<file path="src/rtl/clk_gate_ctrl.sv">
// Burst clock-enable controller for clk_buf.ce: holds ce high for exactly len cycles, then a GAP-cycle cool-down.
// Latency: ce rises the cycle after start is sampled in IDLE; done/abrt pulse the cycle after the last enabled cycle.
// Backpressure: none; start is accepted only in IDLE and is dropped (not queued) while busy.
//
// Ports:
//   clk   controller clock, same clock as the driven clk_buf input
//   rst   synchronous active-high reset, overrides every other input
//   start burst request, sampled only in IDLE, together with len
//   len   burst length in cycles; 0 gives a done pulse with no enabled cycle
//   stop  aborts a running burst; ignored outside RUN
//   ce    registered clock enable for clk_buf.ce
//   busy  high while in RUN or GAP
//   done  one-cycle pulse at the end of every burst (normal or aborted)
//   abrt  one-cycle pulse alongside done when stop ended the burst early
//   cnt   remaining enabled cycles while in RUN, 0 otherwise
module clk_gate_ctrl #(
    parameter int CNT_W = 16,
    parameter int GAP   = 2
) (
    input  logic             clk,
    input  logic             rst,
    input  logic             start,
    input  logic [CNT_W-1:0] len,
    input  logic             stop,
    output logic             ce,
    output logic             busy,
    output logic             done,
    output logic             abrt,
    output logic [CNT_W-1:0] cnt
);

    // Gap counter holds values GAP-1 .. 0; keep at least one bit when GAP is 0.
    localparam int GW       = (GAP > 0) ? $clog2(GAP + 1) : 1;
    localparam int GAP_LDI  = (GAP > 0) ? GAP - 1 : 0;
    localparam logic [GW-1:0] GAP_LD = GW'(GAP_LDI);

    typedef enum logic [1:0] {
        S_IDLE = 2'd0,
        S_RUN  = 2'd1,
        S_GAP  = 2'd2
    } state_t;

    state_t           state;
    logic [CNT_W-1:0] rem;
    logic [GW-1:0]    gcnt;

    always_ff @(posedge clk) begin
        if (rst) begin
            state <= S_IDLE;
            rem   <= '0;
            gcnt  <= '0;
            ce    <= 1'b0;
            done  <= 1'b0;
            abrt  <= 1'b0;
        end else begin
            done <= 1'b0;
            abrt <= 1'b0;
            case (state)
                S_IDLE: begin
                    // stop has priority over start, so start+stop does nothing
                    if (start && !stop) begin
                        if (len != '0) begin
                            state <= S_RUN;
                            rem   <= len;
                            ce    <= 1'b1;
                        end else begin
                            // zero-length burst: report completion, still honour the gap
                            done <= 1'b1;
                            if (GAP == 0) begin
                                state <= S_IDLE;
                            end else begin
                                state <= S_GAP;
                                gcnt  <= GAP_LD;
                            end
                        end
                    end
                end
                S_RUN: begin
                    // rem==1 is the last enabled cycle; a stop there is a normal end
                    if (rem <= 1 || stop) begin
                        ce   <= 1'b0;
                        done <= 1'b1;
                        abrt <= (rem > 1);
                        rem  <= '0;
                        if (GAP == 0) begin
                            state <= S_IDLE;
                        end else begin
                            state <= S_GAP;
                            gcnt  <= GAP_LD;
                        end
                    end else begin
                        rem <= rem - 1'b1;
                    end
                end
                S_GAP: begin
                    if (gcnt == '0) begin
                        state <= S_IDLE;
                    end else begin
                        gcnt <= gcnt - 1'b1;
                    end
                end
                default: begin
                    state <= S_IDLE;
                    rem   <= '0;
                    gcnt  <= '0;
                    ce    <= 1'b0;
                end
            endcase
        end
    end

    // Pure decodes of the state register; ce itself is a direct flop output.
    assign busy = (state != S_IDLE);
    assign cnt  = (state == S_RUN) ? rem : '0;

endmodule

</file>
<file path="config.mk">
export PLATFORM = sky130hd
export DESIGN_NAME = clk_gate_ctrl
export DESIGN_NICKNAME = d
export VERILOG_FILES = /design/src/rtl/clk_gate_ctrl.sv
export SDC_FILE = /design/constraint.sdc
export NUM_CORES = 1
export LEC_CHECK = 0
export ABC_AREA = 1
export CAP_MARGIN = 10
export CELL_PAD_IN_SITES_DETAIL_PLACEMENT = 0
export CELL_PAD_IN_SITES_GLOBAL_PLACEMENT = 1
export CORE_MARGIN = 5
export CORE_UTILIZATION = 38
export CTS_BUF_LIST = sky130_fd_sc_hd__clkbuf_8
export CTS_CLUSTER_SIZE = 20
export DETAILED_ROUTE_END_ITERATION = 7
export HOLD_SLACK_MARGIN = 0.05
export PLACE_DENSITY_LB_ADDON = 0.1
export SLEW_MARGIN = 20
export SYNTH_ARGS = -nofsm -noshare
export SYNTH_HDL_FRONTEND = slang
export SYNTH_SLANG_ARGS = --single-unit
</file>
<file path="constraint.sdc">
create_clock -name clk -period 3.6 [get_ports clk]
set_input_delay 0.72 -clock clk [delete_from_list [all_inputs] [get_ports clk]]
set_output_delay 0.72 -clock clk [all_outputs]
set_load 0.005 [all_outputs]
</file>
Yosys cells after proc, flatten, opt, wreduce, memory -nomap -nowiden
Index checks and enable logic that the tools add are counted.
{"block": "word_totals", "input_bits": 20, "ramBits": 0, "romBits": 0, "memories": 0, "reg_bits": 23, "latch_bits": 0}
{"block": "op_classes", "n_lt_le_gt_ge": 2, "eq_ne": 8, "n_addsub": 2, "div": 0, "bitwise_logic": 3, "mul": 0, "shifts": 0, "muxes": 23, "n_reduce_logical": 12}
{"cell": "2-to-1 mux 16 bit", "count": 4}
{"cell": "one-hot mux 16 bit (3 select lines)", "count": 1}
{"cell": "greater-than comparator 16 x 1 -> 1 bit (second input constant)", "count": 1}
{"cell": "less-or-equal comparator 16 x 1 -> 1 bit (second input constant)", "count": 1}
{"cell": "2-to-1 mux 2 bit", "count": 8}
{"cell": "nonzero test 16 bit", "count": 1}
{"cell": "subtractor 16 x 1 -> 16 bit (second input constant)", "count": 1}
{"cell": "inequality test 2 bit (second input constant)", "count": 6}
{"cell": "one-hot mux 2 bit (3 select lines)", "count": 2}
{"cell": "AND reduction 4 bit", "count": 2}
{"cell": "2-to-1 mux 1 bit", "count": 6}
{"cell": "AND reduction 3 bit", "count": 2}
{"cell": "zero test 2 bit", "count": 2}
{"cell": "inverter 1 bit", "count": 3}
{"cell": "one-hot mux 1 bit (3 select lines)", "count": 1}
{"cell": "OR reduction 3 bit", "count": 1}
{"cell": "== test 2 x 1 -> 1 bit (second input constant)", "count": 1}
{"cell": "== test 2 bit (second input constant)", "count": 1}
{"cell": "one-hot mux 1 bit (2 select lines)", "count": 1}
{"cell": "nonzero test 2 bit", "count": 1}
{"cell": "subtractor 2 x 1 -> 2 bit (second input constant)", "count": 1}
{"cell": "logical AND 1 bit", "count": 1}
{"cell": "zero test 1 bit", "count": 1}
{"cell": "logical OR 1 bit", "count": 1}

Logic depth before layout (Yosys ltp)
Gate-level depths: netlist (run 1).
{"block": "logic_depth", "word_depth": 4, "depth_mapped": 13, "ltp_nobuf": 13}

Least setup slack after synthesis (run 1)
No wires, ideal clock.
{"block": "synth_timing", "path_kind": "register -> output", "from": "register state[0]", "to": "output port cnt[10]", "path_stages_with_launch": 6, "t_required_ns": 2.880, "arrival_ns": 1.054, "setup_slack_ns": 1.826, "cell_sequence": "dfxtp_1 > inv_1 > nor2_2 > clkinv_1 > clkbuf_1 > nor2_1"}
{"block": "synth_via", "elab_chain_len": 2}
{"item": "start: declaration", "line_no": "43", "text": "state_t state;"}
{"item": "start signal: assignment", "line_no": "49", "text": "state <= S_IDLE;"}
{"item": "start signal: assignment", "line_no": "63", "text": "state <= S_RUN;"}
{"item": "start signal: assignment", "line_no": "70", "text": "state <= S_IDLE;"}
{"item": "== test 2 x 1 -> 1 bit", "line_no": "114", "text": "assign cnt = (state == S_RUN) ? rem : '0;"}
{"item": "2-to-1 mux 16 bit", "line_no": "114"}
{"item": "end: declaration", "line_no": "29", "text": "output logic [CNT_W-1:0] cnt"}
Every way passes these cells.

Worst setup path after layout (run 1)
{"block": "layout_timing", "from": "register state[0]", "to": "output port cnt[14]"}
The elaborated chain is that of the path after synthesis.

==> results.yml, run 1 <==
critical_path:
  cp-start-kind: "register"
  required_ns: 2.88
  cp_slowest_cell: "clkdlybuf4s50_1"
  timing.rr.start: "rem[0]$_SDFFE_PP0P_"
  nature_of_the_critical_path_endpoint: "output pin"
  worst_ep_arrival_time_ns: 2.14
  crit_end: "cnt[14]"
  reg2regPathDepth: 13
  cp_slowest_stage_delay_ns: 0.53
  path_class: "reg2out"
  timing.critical_path.fanout_max: 17
  cp_cell_sequence: "inv_1 > nor2_2 > clkinv_1 > nor2_1 > clkdlybuf4s50_1"
  timing.critical_path.from: "state[0]$_SDFFE_PP0P_"
  r2r_setup_slack_ns: 1.70
  rr_endpoint: "rem[13]$_SDFFE_PP0P_"
timing:
  unrepaired_setup_endpoints_after_global_routing: "false"
  finalSetupViolations: 0
  worst_slack_ns: 0.743
  worst-slew-pin-transition_ns: 0.546
  final.setup.tns_ns: 0
  hold_violations: 0
  clock.fmax_mhz: 350
  slew_headroom_pct: 63.4
  skew_ns: 0.00608
  slew_violations: 0
  worst_hold_slack_ns: 0.499
  period_minus_slack_ns: 2.86
  post-route-period-util_pct: 79.4
place:
  detailed_place_hpwl_mm: 3.65
  placement.io_buffers: 39
  place.gp.congestion: 0.824
  placed_area_um2: 2170
  placement.setup.worst_slack_ns: 1.06
die:
  placement_rows: 24
  design.die.area_um2: 6080
  floorplan.initialDensity_pct: 39.8
  num_ports: 40
  fp.dieH_um: 78.0
  fp.coreArea_um2: 4410
  chipWidth_um: 78.0
drt:
  vias: 1822
  avgViaCountPerCell: 4.79
  drtIter0Drc: 102
  detailedRoute.firstPassIterationCount: 4
  avgRoutedWirePerCell_um: 12.7
  final_antenna_net_count: 0
  totalWireLength_mm: 4.83
  drc_errors: 0
global_routing:
  grt_start_max_net_pins: 22
  globalRoute.totalOverflow: 0
  antenna_found_initial: 0
  grt_first_pass_wirelength_mm: 8.26
  vias_in_the_first_global_route: 1732
  gr-usage-all-layers_pct: 16.5
clocking:
  post_cts_buffers: 0
  numClockSinks: 23
  clkLatencyLatePin_ns: 0.27
  post_cts_resize_count: 0
  cts_max_level: 1
  clk_pin_slew_ns: 0.09
  clk_path_buf_depth: 2
  cts_tree: "yes"
  clock_buffers_created_by_tritoncts: 3
  cts-root-buf: "clkbuf_8"
  ctsHoldBuffers: 0
synthesis:
  synth_area_per_cell_um2: 6.04
  synth_area_leaders: "dfxtp_1, nand2_1, nor2_1"
  synth-seq-cells: 23
  postSynthCellCount: 291
  synth.distinct_cells: 26
  syn-num-nets: 314
  synth_area_leader_cell: "dfxtp_1"
  synth_area_um2: 1760
  synth.yosys.warnings: 0
  synthDominantCellAreaShare_pct: 26.2
  seq_area_frac_synth_pct: 26.2
worst_hold_path:
  hp_class: "reg2reg"
run_status:
  outcome: "finished, final reports clean"
power_and_ir_drop:
  power_density_nw_per_um2: 627
  max-vdd-ir-drop_uv: 312
  leakagePower_nw: 0.960
job:
  max_cap_violations: 0
layout:
  drive_gt1_share_pct: 11.9
  layout_commonest_cell: "nand2_1"
  design.final.nets: 352
  area_growth_pct: 26.1
  postLayoutCellArea_um2: 2210
  final_cell_mix: "nand2_1, nor2_1, clkdlybuf4s50_1"
  n_antenna_cell: 0
  final_core_utilization_pct: 50.2
metrics by stage:
| step | total power [mW] | std cells |
|---|---|---|
| after floorplan | 1.02 | 291 |
| after global placement | 1.23 | 376 |
| after detailed placement | 1.23 | 376 |
| after CTS | 1.41 | 380 |
| after global routing | 1.54 | 380 |
| final | 1.39 | 380 |
critical path, delay by kind of cell, from the launching register on:
family / cells / cell delay, ns
buffers and inverters: 3 / 1.09
AND/OR/NAND/NOR: 2 / 0.42
flip-flops: 1 / 0.35
layout make-up:
cell class / instances / area (um^2)
clock buffers: 3 / 41.3
clock inverters: 1 / 5.00
fillers: 514 / 2200
inverters: 31 / 119
multi-input cells: 229 / 1120
flip-flops and latches: 23 / 460
well taps: 52 / 65.1
repair buffers: 41 / 405
sequential cells by signal, indices dropped and copies added, names as in the netlist:
register,cells
done,1
rem,16
abrt,1
state,2
gcnt,2
ce,1
synthesized netlist by cell type, drive strengths merged:
library cell / n
nor2: 58
xnor2: 1
o21a: 1
dfxtp: 23
buf: 5
ha: 3
inv: 30
nand3: 14
a21oi: 19
xor2: 4
nand2: 111
o21ai: 15
clkbuf: 3
nor3: 3
clkinv: 1
metal layers:
layer / up-vias / routed length, um / global-route usage [%] / share of wire, %
met1: 807 / 2310 / 22.4 / 48
met5: - / 0 / 0 / 0
met3: 4 / 254 / 3.01 / 5.3
met4: 0 / 33 / 3.04 / 0.68
met2: 37 / 2230 / 27.3 / 46
li1: 974 / - / - / -
worst min-delay path by stage:
stage / start / slack, ns / to / cells after the start
final: ce$_SDFFE_PP0P_ / 0.50 / ce$_SDFFE_PP0P_ / 2
after global routing: ce$_SDFFE_PP0P_ / 0.53 / ce$_SDFFE_PP0P_ / 2
after CTS: ce$_SDFFE_PP0P_ / 0.49 / ce$_SDFFE_PP0P_ / 2
after detailed placement: ce$_SDFFE_PP0P_ / 0.47 / ce$_SDFFE_PP0P_ / 2
after global placement: ce$_SDFFE_PP0P_ / 0.46 / ce$_SDFFE_PP0P_ / 2
after floorplan: ce$_SDFFE_PP0P_ / 0.47 / ce$_SDFFE_PP0P_ / 2
power breakdown:
group          switching, mW  internal (mW)  total, mW
Clock                 0.0949         0.0776      0.173
Sequential            0.0615          0.309      0.371
Combinational          0.536          0.309      0.845
Total                  0.693          0.696       1.39
logic make-up (layout without fill, tap and decap cells):
| kind of cell | count (synthesis) | after routing | share of synthesized area [%] |
|---|---|---|---|
| flops | 23 | 23 | 26.2 |
| xor+xnor | 5 | 5 | 2.49 |
| compound gates | 35 | 35 | 14.0 |
| fa+ha+maj | 3 | 3 | 2.14 |
| simple gates | 186 | 186 | 45.1 |
| buf+inv | 39 | 76 | 10.1 |
No activity file was read; power rests on OpenSTA's default activity.
==> inputs of run 2 (changes only) <==
--- a/config.mk
+++ b/config.mk
@@ -10,7 +10,7 @@
 export CELL_PAD_IN_SITES_DETAIL_PLACEMENT = 0
 export CELL_PAD_IN_SITES_GLOBAL_PLACEMENT = 1
 export CORE_MARGIN = 5
-export CORE_UTILIZATION = 38
+export CORE_UTILIZATION = 35
 export CTS_BUF_LIST = sky130_fd_sc_hd__clkbuf_8
 export CTS_CLUSTER_SIZE = 20
 export DETAILED_ROUTE_END_ITERATION = 7
==> constraint.sdc (replaced) <==
create_clock -name clk -period 2.8 [get_ports clk]
set_input_delay 0.56 -clock clk [delete_from_list [all_inputs] [get_ports clk]]
set_output_delay 0.56 -clock clk [all_outputs]
set_load 0.005 [all_outputs]
==> results.yml, run 2 (synthesis results as in run 1) <==
critical_path:
  required_ns: 2.24
  worst_ep_arrival_time_ns: 1.93
  timing.critical_path.fanout_max: 13
  r2r_setup_slack_ns: 0.85
  nature_of_the_critical_path_endpoint: "output pin"
  path_class: "reg2out"
  cp-start-kind: "register"
clocking:
  clk_path_buf_depth: 2
  cts_max_level: 1
  cts-root-buf: "clkbuf_8"
  post_cts_resize_count: 0
  clock_buffers_created_by_tritoncts: 3
  cts_tree: "yes"
  numClockSinks: 23
  clk_pin_slew_ns: 0.09
  ctsHoldBuffers: 0
  clkLatencyLatePin_ns: 0.26
  post_cts_buffers: 0
timing:
  post-route-period-util_pct: 88.9
  clock.fmax_mhz: 402
  worst-slew-pin-transition_ns: 0.664
  final.setup.tns_ns: 0
  hold_violations: 0
  skew_ns: 0.00298
  unrepaired_setup_endpoints_after_global_routing: "false"
  slew_violations: 0
  period_minus_slack_ns: 2.49
  finalSetupViolations: 0
  slew_headroom_pct: 55.6
layout:
  largest_register_ffs: 16
  area_growth_pct: 27.5
  area_occupied_by_multi_input_gates_um2: 1120
  biggest_register: "rem"
  postLayoutCellArea_um2: 2240
  nFillCells: 533
  regArea_um2: 460
  layout_commonest_cell: "nand2_1"
  final_cell_mix: "nand2_1, nor2_1, clkdlybuf4s50_1"
  drive_gt1_share_pct: 11.9
  n_antenna_cell: 0
  design.final.nets: 353
  layout_top_registers: "rem x16, gcnt x2, state x2"
drt:
  drtIter0Drc: 74
  avgRoutedWirePerCell_um: 12.7
  totalWireLength_mm: 5.04
  detailedRoute.firstPassIterationCount: 4
  final_antenna_net_count: 0
  vias: 1804
  avgViaCountPerCell: 4.56
  drc_errors: 0
place:
  placement.io_buffers: 39
  detailed_place_hpwl_mm: 3.85
  placed_area_um2: 2190
  place.gp.congestion: 0.815
die:
  floorplan.initialDensity_pct: 36.7
  num_ports: 40
  fp.coreArea_um2: 4790
  placement_rows: 25
  chipWidth_um: 80.8
  fp.dieH_um: 80.8
  design.die.area_um2: 6540
run_status:
  outcome: "finished, final reports clean"
power_and_ir_drop:
  power_density_nw_per_um2: 805
  leakagePower_nw: 0.966
  max-vdd-ir-drop_uv: 408
global_routing:
  gr-usage-all-layers_pct: 16.2
  grt_start_max_net_pins: 19
  antenna_found_initial: 0
  vias_in_the_first_global_route: 1704
  grt_first_pass_wirelength_mm: 8.23
  globalRoute.totalOverflow: 0
job:
  max_cap_violations: 0
worst_hold_path:
  hp_class: "reg2reg"
[run 2: changes by cell type in the layout (fill, tap and decap cells not counted)]
cell / change
buf_4: +1
clkinv_2: -1
inv_1: +1
[run 2: area by class of cell]
| class | count | share of cell area (%) |
|---|---|---|
| Inverter | 31 | 5.31 |
| Multi-Input combinational cell | 229 | 49.9 |
| Clock inverter | 1 | 0.168 |
| Timing Repair Buffer | 42 | 18.4 |
| Clock buffer | 3 | 1.84 |
| Tap cell | 67 | 3.74 |
| Sequential cell | 23 | 20.6 |
[run 2: where the power goes]
part	switching [mW]	internal, mW	total (mW)
Clock	0.113	0.0981	0.211
Combinational	0.712	0.403	1.12
Sequential	0.0789	0.397	0.476
[run 2: final timing paths]
path,startpoint,end,depth (start not counted)
worst max-delay path,state[0]$_SDFFE_PP0P_,cnt[2],6
worst min-delay path,ce$_SDFFE_PP0P_,ce$_SDFFE_PP0P_,2
worst max register to register,rem[0]$_SDFFE_PP0P_,rem[11]$_SDFFE_PP0P_,13
worst min register to register,ce$_SDFFE_PP0P_,ce$_SDFFE_PP0P_,2
[run 2: per-layer routing]
metal / routed length [um] / track usage [%] / vias to the layer above / part of all wire (%)
li1: - / - / 972 / -
met1: 2450 / 22.8 / 793 / 49
met2: 2310 / 26.8 / 37 / 46
met3: 266 / 1.88 / 2 / 5.3
met4: 14 / 3.04 / 0 / 0.28
met5: 0 / 0 / - / 0
[run 2: through the flow]
| stage | util, % | std cells | setup WS, ns | total power, mW | hold slack (ns) |
|---|---|---|---|---|---|
| after floorplan | - | 291 | 1.19 | 1.32 | 0.466 |
| after global placement | 45.9 | 392 | 0.603 | 1.61 | 0.493 |
| after detailed placement | 45.9 | 392 | 0.570 | 1.61 | 0.470 |
| after CTS | 46.8 | 396 | 0.313 | 1.82 | 0.489 |
| after global routing | 46.8 | 396 | 0.110 | 1.99 | 0.514 |
| final | 46.8 | 396 | 0.312 | 1.80 | 0.496 |
[run 2: worst max-delay path: stages (launching register included)]
cell and delay [ns]:
dfxtp_1 0.37, inv_1 0.09, nor2_2 0.16, clkinv_1 0.19, buf_4 0.24, nor2_1 0.10
clkdlybuf4s50_1 0.52
==> inputs of run 3 (changes only) <==
--- a/config.mk
+++ b/config.mk
@@ -5,12 +5,11 @@
 export SDC_FILE = /design/constraint.sdc
 export NUM_CORES = 1
 export LEC_CHECK = 0
-export ABC_AREA = 1
-export CAP_MARGIN = 10
+export CAP_MARGIN = 40
 export CELL_PAD_IN_SITES_DETAIL_PLACEMENT = 0
 export CELL_PAD_IN_SITES_GLOBAL_PLACEMENT = 1
 export CORE_MARGIN = 5
-export CORE_UTILIZATION = 35
+export CORE_UTILIZATION = 36
 export CTS_BUF_LIST = sky130_fd_sc_hd__clkbuf_8
 export CTS_CLUSTER_SIZE = 20
 export DETAILED_ROUTE_END_ITERATION = 7
==> results.yml, run 3 <==
die:
  design.die.area_um2: 5680
  chipWidth_um: 75.4
  num_ports: 40
  floorplan.initialDensity_pct: 37.7
  fp.dieH_um: 75.4
  placement_rows: 23
  fp.coreArea_um2: 4090
synthesis:
  yosys.cell_count.top_type: "nor2_1"
  number_of_enable_flip_flop_cells_after_synthesis: 0
  synthDominantCellAreaShare_pct: 29.9
  synth_flop_cell: "dfxtp_1"
  synth_area_leaders: "dfxtp_1, nor2_1, o2bb2ai_1"
  seq_area_frac_synth_pct: 29.9
  synth_area_um2: 1540
  syn-num-nets: 219
  postSynthCellCount: 196
  synth_area_leader_cell: "dfxtp_1"
  ys_top_cells_by_count: "nor2_1, dfxtp_1, inv_1"
  ys_async_rst_share_pct: 0
  synth.distinct_cells: 46
  synth.yosys.warnings: 0
  synth-seq-cells: 23
  synth_area_per_cell_um2: 7.85
clocking:
  clock_buffers_created_by_tritoncts: 3
  clk_path_buf_depth: 2
  numClockSinks: 23
  post_cts_buffers: 0
  cts_tree: "yes"
  clk_pin_slew_ns: 0.09
  ctsHoldBuffers: 0
  clkLatencyLatePin_ns: 0.26
  post_cts_resize_count: 0
  cts_max_level: 1
  cts-root-buf: "clkbuf_8"
timing:
  period_minus_slack_ns: 2.54
  worst-slew-pin-transition_ns: 0.590
  worst_hold_slack_ns: 0.516
  slew_violations: 0
  worst_slack_ns: 0.258
  clock.fmax_mhz: 393
  final.setup.tns_ns: 0
  slew_headroom_pct: 60.6
  post-route-period-util_pct: 90.8
  finalSetupViolations: 0
  skew_ns: 0.00263
  hold_violations: 0
  unrepaired_setup_endpoints_after_global_routing: "false"
global_routing:
  globalRoute.totalOverflow: 0
  grt_start_max_net_pins: 15
  antenna_found_initial: 0
  vias_in_the_first_global_route: 1661
  gr-usage-all-layers_pct: 19.2
  grt_first_pass_wirelength_mm: 8.22
layout:
  biggest_register: "rem"
  final_cell_mix: "clkdlybuf4s50_1, nor2_1, dfxtp_1"
  nFillCells: 411
  largest_register_ffs: 16
  regArea_um2: 460
  final_core_utilization_pct: 49.1
  area_growth_pct: 30.3
  drive_gt1_share_pct: 10.6
  area_occupied_by_multi_input_gates_um2: 958
  layout_commonest_cell: "clkdlybuf4s50_1"
  layout_top_registers: "rem x16, gcnt x2, state x2"
  design.final.nets: 260
  n_antenna_cell: 0
power_and_ir_drop:
  post-layout-total-power_mw: 0.930
  max-vdd-ir-drop_uv: 205
  power_density_nw_per_um2: 464
  leakagePower_nw: 0.738
critical_path:
  worst_ep_arrival_time_ns: 1.98
  nature_of_the_critical_path_endpoint: "output pin"
  path_class: "reg2out"
  cp-start-kind: "register"
  required_ns: 2.24
  timing.critical_path.fanout_max: 9
place:
  place.gp.congestion: 0.874
  placement.io_buffers: 39
  detailed_place_hpwl_mm: 3.93
  placement.setup.worst_slack_ns: 0.174
drt:
  avgViaCountPerCell: 5.71
  totalWireLength_mm: 5.08
  detailedRoute.firstPassIterationCount: 4
  drtIter0Drc: 129
  vias: 1633
  avgRoutedWirePerCell_um: 17.8
  final_antenna_net_count: 0
  drc_errors: 0
job:
  max_cap_violations: 0
run_status:
  outcome: "finished, final reports clean"
worst_hold_path:
  hp_class: "reg2reg"
run 3: cell count changes in the layout (fill, tap and decap cells not counted), moves of 7 or more:
cell and change:
a21oi_2 -9, nor2_1 -26, o2bb2ai_1 +7, nor4_1 +9
o21ai_2 -8, nand3_1 -9, and2_1 +8, a22oi_1 +7
inv_1 -17, nand2_1 -100
run 3: per-layer routing:
| metal | GRT usage (%) | part of all wire, % |
|---|---|---|
| met3 | 2.77 | 3.5 |
| met2 | 30.8 | 46 |
| met4 | 7.96 | 2.3 |
| met1 | 25.7 | 48 |
| met5 | 0 | 0 |
run 3: worst paths after layout:
path	startpoint	to	slack (ns)	cells after the start
min	rem[7]$_SDFFE_PP0P_	rem[7]$_SDFFE_PP0P_	0.52	2
min reg2reg	rem[7]$_SDFFE_PP0P_	rem[7]$_SDFFE_PP0P_	0.52	2
max reg2reg	rem[4]$_SDFFE_PP0P_	rem[4]$_SDFFE_PP0P_	0.64	5
max	state[0]$_SDFFE_PP0P_	cnt[4]	0.26	5
run 3: area by class of cell:
class	instances	area share, %
Sequential cell	23	23.0
Clock buffer	3	2.06
Clock inverter	1	0.250
Multi-Input combinational cell	152	47.8
Inverter	12	2.25
Timing Repair Buffer	45	21.6
Tap cell	50	3.12
run 3: worst max-delay path, cell delays in order (launching register included):
cell and delay (ns):
dfxtp_1 0.54, inv_1 0.11, nor2_1 0.21, buf_4 0.21, and2_2 0.15, clkdlybuf4s50_1 0.49
run 3: per-stage QoR:
step | instances | instance area (um^2)
final | 286 | 2010
after global routing | 286 | 2010
after CTS | 285 | 2000
after detailed placement | 281 | 1950
after global placement | 281 | 1950
after floorplan | 196 | 1540
run 3: cell families (layout without fill, tap and decap cells):
family | after synthesis | count (layout) | synth area share (%)
xor gates and xnor gates | 2 | 2 | 1.14
muxes | 2 | 2 | 1.30
adders and majority gates | 3 | 3 | 2.44
AOI/OAI and AO/OA | 64 | 64 | 28.2
DFF | 23 | 23 | 29.9
and+or+nand+nor | 81 | 81 | 29.2
buffers and inverters | 21 | 61 | 7.80
run 3: where the power goes:
part / total (mW) / internal [mW] / switching (mW)
clock: 0.212 / 0.0994 / 0.112
sequential: 0.388 / 0.352 / 0.0359
combinational: 0.330 / 0.147 / 0.183
==> RTL change 1 (config.mk and constraints of run 3) <==
Change the parameter `GAP` from 2 to 4.
--- a/src/rtl/clk_gate_ctrl.sv
+++ b/src/rtl/clk_gate_ctrl.sv
@@ -16,5 +16,5 @@
 module clk_gate_ctrl #(
     parameter int CNT_W = 16,
-    parameter int GAP   = 2
+    parameter int GAP   = 4
 ) (
     input  logic             clk,
Formal check against the unedited RTL: not equivalent (a bounded check fails within 4 cycles, from zero or initial values and one cycle with rst high).
==> RTL change 1 against run 3 <==
Sequential share of layout area fell by 0.49 points. Final area grew 6.6%. Synthesized cell count increased by 3.6%. Sequential power increased by 5.4%. Routed wire length grew 6.3%. Setup slack better by 130 ps. Non-clock buffer count rose by 6. Register-to-register slack improved by 30 ps. Synthesized area is 4.3% higher. Power is 4.7% higher. Sequential cell count grew 1. Highest routed layer unchanged.
==> RTL change 1: results (changes against run 3) <==
* Biggest regs: rem (16), gcnt (3), state (2)
* Clock Power Share at 0.216 (-0.012)
* Setup Skew at 10.0 ps (+7.40 ps)
* Fin cells at 300 (+4.9%)
* ANT cells at 0 (unchanged)
* Post-synthesis mux area share at 0.00624 (-0.00677)
* CP max FO at 13 (+4)
* Placer Congestion at 0.826 (-5.4%)
* Register area share after synthesis at 0.299 (about the same)
* Syn_nets at 227 (+3.7%)
* First-pass GRT wire length at 8730 µm (+6.2%)
* Synth unique cells at 50 (+8.7%)
* LEAKAGE at 0.809 nW (+9.7%)
* Final HPWL DP at 4060 µm (+3.1%)
* Tot Pwr at 974 µW (+4.7%)
* Routed via count at 1750 (+7.2%)
* Maximum clock rate at 0.414 GHz (+5.3%)
* Count leader, synth: dfxtp_1
* Critical path arrival at 1850 ps (-130 ps)
* Synth Area in Compound Gates at 0.267 (-0.0156)
* Total GRT Usage at 0.179 (-0.0125)
* Area of placed instances at 2100 µm² (+7.3%)
* P_int at 619 µW (+3.4%)
* Later-pin clock latency in the skew report at 270 ps
* Worst R2R Setup Slack at 670 ps (+30 ps)
* Status: finished, final reports clean
* Cells after DPL at 297 (+5.7%)
* Slew margin rel. at 0.539 (-0.0669)
* R2R Path End: rem[8]
* Largest net degree at the start of global routing at 16 (+1)
* Starting DRT DRC Count at 156 (+21%)
* Reg-to-reg startpoint: rem[1]
* Nets at 274 (+5.4%)
* Pre-CTS setup slack at 174 ps (+0.337 ps)
* FF-to-FF path depth at 6 (+1)
* Routed WL at 5400 µm (+6.3%)
* Total iterations of the first detailed-routing run at 5 (+1)
* Mean post-synth cell area at 7.91 µm² (+0.71%)
* Critical path origin: state[1]
* Worst VDD drop at 0.234 mV (+14%)
* Synth cell count leaders: dfxtp_1 (24), nand2_1 (19), nor2_1 (18)
* Share of layout cells above drive strength 1 at 0.101 (-0.00513)
* Adder-cell share of the synthesized area at 0.0312 (+0.00679)
==> RTL change 1: cell types whose count changed in the layout (fill, tap and decap cells not counted), moves of 4 or more <==
cell,run 3,this run
nand2_1,8,19
and2_1,8,0
nor2_1,25,18
o211ai_1,0,7
o2bb2ai_1,7,0
and3_1,1,7
buf_4,5,11
a22oi_1,7,2
or3_1,1,6
a21o_2,4,0
o21ai_0,11,7
==> RTL change 1: worst min-delay path by stage <==
| stage | start | to | slack [ps] | cells past startpoint |
|---|---|---|---|---|
| detailed placement | gcnt[1] | gcnt[1] | 500 | 2 |
| finish | gcnt[1] | gcnt[1] | 520 | 2 |
| global route | gcnt[1] | gcnt[1] | 550 | 2 |
| CTS | gcnt[1] | gcnt[1] | 520 | 2 |
| floorplan | gcnt[1] | gcnt[1] | 460 | 2 |
| global placement | gcnt[1] | gcnt[1] | 470 | 2 |
==> RTL change 1: logic make-up (layout without fill, tap and decap cells) <==
group                    after synthesis  count (layout)
multiplexers                           1               1
AND/OR/NAND/NOR                       88              88
XOR/XNOR                               4               4
buffers and inverters                 24              69
adder cells (fa/ha/maj)                4               4
AO/OA/AOI/OAI                         58              58
flip-flops                            24              24
==> RTL change 1: critical path, stage by stage (launching register included) <==
cell and delay (ps):
dfxtp_1 490, nand2b_1 540, nor2_1 90, clkdlybuf4s50_1 470
==> RTL change 1: layer usage <==
metal,GRT usage,share of wire,routed length (µm)
met1,0.253,0.48,2610
met3,0.0281,0.070,377
met2,0.280,0.44,2390
met4,0.0507,0.0044,24
met5,0,0,0
==> RTL change 1: layout make-up <==
cell class | count | area (µm²)
fill | 425 | 2220
multi-input combinational | 155 | 1020
clock buffer | 3 | 41.3
tap | 52 | 65.1
timing repair buffer | 51 | 478
sequential | 24 | 480
inverter | 15 | 56.3
==> RTL change 2 (flow settings as in run 3) <==
Without the edit above. The 3 states of `state_t` get a one-hot encoding in 3 bits.
--- a/src/rtl/clk_gate_ctrl.sv
+++ b/src/rtl/clk_gate_ctrl.sv
@@ -35,8 +35,8 @@
     localparam logic [GW-1:0] GAP_LD = GW'(GAP_LDI);
 
-    typedef enum logic [1:0] {
-        S_IDLE = 2'd0,
-        S_RUN  = 2'd1,
-        S_GAP  = 2'd2
+    typedef enum logic [2:0] {
+        S_IDLE = 3'b001,
+        S_RUN  = 3'b010,
+        S_GAP  = 3'b100
     } state_t;
 
Function: no difference found for any inputs over 10 cycles, from zero or initial values and one cycle with rst high; not proved beyond that.
==> RTL change 2 against run 3 <==
Power up 15%. Sequential cell count up 1. Setup slack gained 38 ps. Global-route usage fell by 0.80 points. Routed wire length up 8.1%. Core utilization is 0.89 points higher. Die area increased by 3.7%. Final area increased by 7.7%. Synthesized area grew 4.2%. Highest routed layer unchanged.
==> RTL change 2: results (changes against run 3) <==
* Status: finished, final reports clean
* Hold Path Class: reg -> reg
* Share of layout cells above drive strength 1 at 0.0880 (-0.0179)
* First-pass GRT wire length at 9030 µm (+9.8%)
* Total GRT Usage at 0.184 (-0.00801)
* Synth Warn # at 0 (unchanged)
* Setup Skew at 8.17 ps (+5.55 ps)
* Pre-CTS setup slack at 133 ps (-40.2 ps)
* Placer Congestion at 0.860 (-1.5%)
* Clk slew on worst S/H paths at approximately 80 ps
* Post-CTS setup buffer count at 0 (unchanged)
* Cells after DPL at 299 (+6.4%)
* Total iterations of the first detailed-routing run at 4 (unchanged)
* Async SR Flop Fraction at 0 (unchanged)
* DR vias/cell at 5.94 (+4.1%)
* Ranking of synthesized cells by area: dfxtp_1 (30%), and2_1 (6.6%), nor2_1 (3.5%)
* CP max FO at 9 (unchanged)
* Slew at the pin closest to its max-slew limit at 585 ps (-5.03 ps)
* Largest net degree at the start of global routing at 22 (+7)
* Worst stage delay on the critical path at 560 ps (+20 ps)
* Initial antenna violation count at 0 (unchanged)
* Count leader, synth: dfxtp_1
* Max clock buf depth at 2 (unchanged)
* Cell count after synthesis at 205 (+4.6%)
* Min-Delay Path Depth at 2 (unchanged)
* Starting DRT DRC Count at 95 (-26%)
* Slowest-stage cell, CP: nor4_1
* IO buf count at 39 (unchanged)
* Critical path arrival at 2630 ps (+650 ps)
* Syn_nets at 228 (+4.1%)
* Fill cell count at 441 (+7.3%)
* Biggest regs: rem (16), state (3), gcnt (2)
* Vias in the first global route at 1765 (+6.3%)
* Routed WL at 5490 µm (+8.1%)
* FF-to-FF path depth at 5 (unchanged)
* Final HPWL DP at 4100 µm (+4.2%)
* Worst VDD drop at 0.327 mV (+59%)
* Required time worst endpoint at 2930 ps (+690 ps)
* Nets at 275 (+5.8%)
* ANT cells at 0 (unchanged)
* LEAKAGE at 0.799 nW (+8.3%)
* Fin cells at 302 (+5.6%)
* Synth cell count leaders: dfxtp_1 (24), and2_1 (17), nor2_1 (15)
* Area of placed instances at 2120 µm² (+8.5%)
* # H-tree levels at 1 (unchanged)
* Post-CTS sizing at 0 (unchanged)
* Later-pin clock latency in the skew report at 270 ps
* Register area share after synthesis at 0.300 (+0.000345)
* Synth unique cells at 45 (-2.2%)
* Number of CTS-inserted buffers at 3 (unchanged)
* Main synth FF type: dfxtp_1
RTL change 2: cell types whose count changed in the layout (fill, tap and decap cells not counted), moves of 5 or more:
cell | before | now
and2_1 | 8 | 17
nand2_1 | 8 | 14
buf_4 | 5 | 14
o21ai_1 | 5 | 0
nor2_1 | 25 | 15
o221ai_1 | 0 | 6
RTL change 2: worst paths after layout:
| path | slack [ps] | from | to |
|---|---|---|---|
| max | 300 | len[8] | rem[1] |
| min | 470 | rem[13] | rem[13] |
| max reg2reg | 330 | rem[4] | rem[5] |
| min reg2reg | 470 | rem[13] | rem[13] |
RTL change 2: cells by family after synthesis:
group / share of synthesized area
buffers and inverters: 0.0593
flip-flops: 0.300
XOR/XNOR: 0.0164
adder cells (fa/ha/maj): 0.0234
multiplexers: 0.0125
AO/OA/AOI/OAI: 0.268
AND/OR/NAND/NOR: 0.321
RTL change 2: cell type report:
class | count | area, µm² | share of cell area
timing repair buffer | 53 | 495 | 0.229
clock buffer | 3 | 41.3 | 0.0191
sequential | 24 | 480 | 0.222
inverter | 12 | 45.0 | 0.0208
multi-input combinational | 158 | 1030 | 0.478
tap | 52 | 65.1 | 0.0301
RTL change 2: critical path, delay by kind of cell:
kind,cells,cell delay [ps]
simple gates,3,1180
buf+inv,1,440
compound gates,2,430
RTL change 2: layer usage:
layer | vias to the layer above | global-route usage | wire length (µm)
met3 | 10 | 0.0328 | 397
met4 | 0 | 0.0402 | 65
met1 | 843 | 0.249 | 2440
met2 | 75 | 0.302 | 2600
li1 | 867 | - | -
met5 | - | 0 | 0
RTL change 2: power breakdown:
part           internal, mW  total [mW]  switching [mW]
clock network        0.0962       0.207           0.110
logic                 0.200       0.448           0.248
registers             0.375       0.418          0.0426
